`src/rtl/hazard_unit.sv`:
```
// Pipeline hazard unit: load-use and branch-operand stall detection, IF/ID flush on redirect.
// Optional performance counters are built only when HAZARD_PERF_CNT_EN is defined.
module hazard_unit (
  input  logic        Clk,
  input  logic        Rst,
  input  logic [4:0]  IF_ID_Rs,
  input  logic [4:0]  IF_ID_Rt,
  input  logic        ID_UsesRt,
  input  logic        ID_Branch,
  input  logic        ID_Redirect,
  input  logic [1:0]  ID_EX_MemRead,
  input  logic        ID_EX_RegWrite,
  input  logic [4:0]  ID_EX_Dest,
  input  logic [1:0]  EX_MEM_MemRead,
  input  logic [4:0]  EX_MEM_Dest,
  output logic        controlMuxSignal,
  output logic        PCWrite,
  output logic        IF_ID_Write,
  output logic        IF_ID_Flush,
  output logic [15:0] StallCnt,
  output logic [15:0] FlushCnt
);

  typedef enum logic {RUN, STALL} state_t;

  state_t     state, state_nxt;
  logic [1:0] remain, remain_nxt;
  logic [1:0] need;
  logic       stall;

  logic ex_load, mem_load, ex_match, mem_match;
  logic ld_use, br_alu, br_ld, br_mem;

  // $0 never creates a dependency; Rt only counts when the ID instruction reads it.
  always_comb begin
    ex_load   = (ID_EX_MemRead != 2'b00);
    mem_load  = (EX_MEM_MemRead != 2'b00);
    ex_match  = ((IF_ID_Rs != 5'd0) && (IF_ID_Rs == ID_EX_Dest)) ||
                (ID_UsesRt && (IF_ID_Rt != 5'd0) && (IF_ID_Rt == ID_EX_Dest));
    mem_match = ((IF_ID_Rs != 5'd0) && (IF_ID_Rs == EX_MEM_Dest)) ||
                (ID_UsesRt && (IF_ID_Rt != 5'd0) && (IF_ID_Rt == EX_MEM_Dest));
    ld_use    = ex_load && ex_match;
    br_alu    = ID_Branch && ID_EX_RegWrite && !ex_load && ex_match;
    br_ld     = ID_Branch && ex_load && ex_match;
    br_mem    = ID_Branch && mem_load && mem_match && !ex_match;
    need      = 2'd0;
    if (ld_use || br_alu || br_mem) need = 2'd1;
    if (br_ld)                      need = 2'd2;
  end

  always_ff @(posedge Clk or negedge Rst) begin
    if (!Rst) begin
      state  <= RUN;
      remain <= 2'd0;
    end else begin
      state  <= state_nxt;
      remain <= remain_nxt;
    end
  end

  // First stall cycle is issued from RUN (Mealy); STALL only covers the extra cycles.
  always_comb begin
    state_nxt  = state;
    remain_nxt = remain;
    stall      = 1'b0;
    case (state)
      RUN: begin
        if (need != 2'd0) begin
          stall = 1'b1;
          if (need == 2'd2) begin
            state_nxt  = STALL;
            remain_nxt = 2'd1;
          end
        end
      end
      STALL: begin
        stall      = 1'b1;
        remain_nxt = (remain == 2'd0) ? 2'd0 : remain - 2'd1;
        state_nxt  = (remain <= 2'd1) ? RUN : STALL;
      end
      default: begin
        state_nxt  = RUN;
        remain_nxt = 2'd0;
      end
    endcase
  end

  // Outputs are forced low while reset is held; stall wins over a redirect flush.
  always_comb begin
    controlMuxSignal = Rst && !stall;
    PCWrite          = Rst && !stall;
    IF_ID_Write      = Rst && !stall;
    IF_ID_Flush      = Rst && ID_Redirect && !stall;
  end

`ifdef HAZARD_PERF_CNT_EN
  always_ff @(posedge Clk or negedge Rst) begin
    if (!Rst) begin
      StallCnt <= 16'h0000;
      FlushCnt <= 16'h0000;
    end else begin
      if (stall && (StallCnt != 16'hFFFF))       StallCnt <= StallCnt + 16'd1;
      if (IF_ID_Flush && (FlushCnt != 16'hFFFF)) FlushCnt <= FlushCnt + 16'd1;
    end
  end
`else
  assign StallCnt = 16'h0000;
  assign FlushCnt = 16'h0000;
`endif

endmodule

```
`config.mk`:
```
export PLATFORM = sky130hd
export DESIGN_NAME = hazard_unit
export DESIGN_NICKNAME = d
export VERILOG_FILES = /design/src/rtl/hazard_unit.sv
export SDC_FILE = /design/constraint.sdc
export NUM_CORES = 1
export LEC_CHECK = 0
export CELL_PAD_IN_SITES_DETAIL_PLACEMENT = 0
export CELL_PAD_IN_SITES_GLOBAL_PLACEMENT = 1
export CORE_AREA = 2 2 61 63
export CTS_CLUSTER_SIZE = 16
export DETAILED_ROUTE_END_ITERATION = 10
export DIE_AREA = 0 0 63 65
export PLACE_DENSITY = 0.86
export SYNTH_ARGS = -nofsm -noshare
export SYNTH_HDL_FRONTEND = slang
export SYNTH_SLANG_ARGS = --single-unit
```
`constraint.sdc`:
```
create_clock -name Clk -period 5.6 [get_ports Clk]
set_clock_uncertainty 0.2 [all_clocks]
set_input_delay 0.56 -clock Clk [delete_from_list [all_inputs] [get_ports Clk]]
set_output_delay 0.56 -clock Clk [all_outputs]
set_load 0.02 [all_outputs]
```
==> run_results.csv <==
group,metric,value,unit
finish,multi_input_area,475,µm²
clocking,worstSkewPairLatency,230,ps
logic_synthesis,synth.avg_cell_area,7.87,µm²
finish,fin_nets,154,
clocking,post_cts_buffers,0,
sta,rsz0062_at_grt,"no",
power,p_total,0.153,mW
sta,whs,315,ps
floorplan,boundaryPins,66,
logic_synthesis,synth_edf_count,0,
setup_path,regToRegSetupSlack,4420,ps
setup_path,start_kind,"input pin",
clocking,cts.sinks,3,
finish,seq_area,75.1,µm²
sta,fin_crit_sh,69.5,%
finish,drive_above_1_share,5.69,%
setup_path,cp_slowest_stage_delay,690,ps
floorplan,die_x,63,µm
logic_synthesis,ys_seq_elements,3,
logic_synthesis,yosys-top-cells-area,"buf_4 (36%), xnor2_1 (13%), xor2_1 (13%)",
clocking,ctsResizeCount,0,
power,powerDensity,157,nW/µm²
logic_synthesis,synthArstFlopShare,100,%
clocking,htreeDepth,1,
floorplan,initial_utilization,20.0,%
global_route,grt_pass1_wl,2440,µm
clocking,tritoncts,"yes",
floorplan,rows,22,
finish,fillCellCount,403,
job,cap_viol_max_count,0,
power,peakVddDrop,0.0447,mV
setup_path,path_max_fanout,3,
global_route,grt.total_usage,7.52,%
global_route,first_global_vias,566,
detailed_routing,drt_iter0_markers,6,
finish,finish.utilization,28.0,%
global_route,grt-ovfl-total,0,
sta,fmax,257,MHz
logic_synthesis,netlist_area,701,µm²
detailed_routing,route.vias.total,585,
logic_synthesis,ys_types,21,
logic_synthesis,netlist.area_leader.share,36.4,%
finish,area_growth,39.6,%
sta,period_minus_slack,3890,ps
setup_path,criticalPathCategory,"in2out",
setup_path,critPathSlowestCell,"clkdlybuf4s50_1",
status,status,"completed",
detailed_routing,drc,0,
logic_synthesis,yosys_warnings,0,
finish,n_antenna_cell,0,
detailed_routing,drt_wl_total,1530,µm
detailed_routing,routed_via_density,3.42,
global_route,grt_antenna_before_repair,0,
place,place.gp.congestion,0.820,
clocking,numCtsBuffers,3,
clocking,ctsLongestPathBuffers,2,
clocking,hold_buffers,0,
sta,hold_viol,0,
detailed_routing,ant_nets,0,
clocking,cts-root-buf,"clkbuf_4",
place,portBuffers,33,
place,dpl.hpwl,1370,µm
finish,layout_common_cells,"clkdlybuf4s50_1 (33), conb_1 (32), xnor2_1 (10), xor2_1 (10)",
setup_path,cp.required,4840,ps
setup_path,end_kind,"output port",
logic_synthesis,synth-main-ff-cell,"dfrtp_1",
power,p_leak,0.401,nW
sta,setup_viol,0,
clocking,cts.clk_slew.worst_paths,30,ps
logic_synthesis,ys_seq_area_share,10.7,%
logic_synthesis,synth_top_area_cell,"buf_4",
sta,setup_ws,1710,ps
floorplan,fp.dieH,65,µm
hold_path,min_path_type,"reg2reg",
finish,mostFrequentLayoutCell,"clkdlybuf4s50_1",
place,pre_cts_ws,1700,ps
sta,slew_violations,0,
setup_path,arrival,3130,ps
sta,setup_tns,0,ps
detailed_routing,detail_route.wl_per_cell,8.94,µm
logic_synthesis,synth_cells,89,
setup_path,cp_cell_sequence,"clkdlybuf4s50_1, or4_1, o21ai_1, or4_1, a21oi_1, a2111oi_2, clkdlybuf4s50_1",
floorplan,die-area,4100,µm²
global_route,grt_start_max_net_pins,6,
floorplan,coreArea,3500,µm²
detailed_routing,dr.pass1.iters,4,
per-stage QoR:
step,area (µm²),instances
finish,978,171
global placement,952,167
CTS,978,171
global route,978,171
detailed placement,952,167
floorplan,817,120
logic make-up (layout without fill, tap and decap cells):
| family | Yosys count | in the layout | share of synthesized area (%) |
|---|---|---|---|
| multiplexers | 1 | 1 | 1.61 |
| AO/OA/AOI/OAI | 13 | 13 | 12.0 |
| XOR/XNOR | 20 | 20 | 25.0 |
| other | 1 | 32 | 0.535 |
| flip-flops | 3 | 3 | 10.7 |
| AND/OR/NAND/NOR | 14 | 14 | 12.1 |
| buffers and inverters | 37 | 40 | 38.0 |
layout make-up:
cell class,count,area share (%)
inverter,3,1.15
sequential,3,7.67
clock buffer,4,2.69
multi-input combinational,80,48.6
tap,48,6.14
timing repair buffer,33,33.8
synth_stat cells, types with 2 or more instances:
| cell type | number |
|---|---|
| o21ai_0 | 4 |
| a211oi_1 | 2 |
| a21oi_1 | 4 |
| xnor2_1 | 10 |
| or4_1 | 2 |
| buf_4 | 34 |
| inv_1 | 3 |
| xor2_1 | 10 |
| nand4_1 | 2 |
| nor3_1 | 3 |
| dfrtp_1 | 3 |
| nand3_1 | 3 |
state kept, by name, indices dropped and copies added (netlist names):
name / cells
state: 1
remain: 2
where the power goes:
| group | internal [mW] | leakage [nW] | switching, mW |
|---|---|---|---|
| sequential | 0.0294 | 0.0380 | 0.00503 |
| clock | 0.0266 | 0.0150 | 0.0104 |
| combinational | 0.0381 | 0.348 | 0.0437 |
| total | 0.0942 | 0.401 | 0.0592 |
critical path, delay by kind of cell:
| kind | cells | cell delay [ps] |
|---|---|---|
| compound gates | 3 | 710 |
| buf+inv | 2 | 1170 |
| simple gates | 2 | 690 |
layer usage:
layer | global-route usage [%] | wire [µm] | vias up | part of all wire, %
met5 | 0 | 0 | - | 0
met2 | 14.6 | 865 | 32 | 57
met4 | 3.33 | 0 | 0 | 0
met3 | 2.08 | 126 | 0 | 8.2
met1 | 7.35 | 536 | 249 | 35
li1 | - | - | 304 | -
worst paths after layout:
kind / from / to / cells past startpoint
setup / recovery: IF_ID_Rt[1] / IF_ID_Write / 7
hold / removal: remain[0] / remain[0] / 1
setup reg to reg: state / state / 2
hold reg to reg: remain[0] / remain[0] / 1
max in group asynchronous: Rst / remain[1] / 1
min in group asynchronous: Rst / state / 1
(Power assumes the default switching activity.)
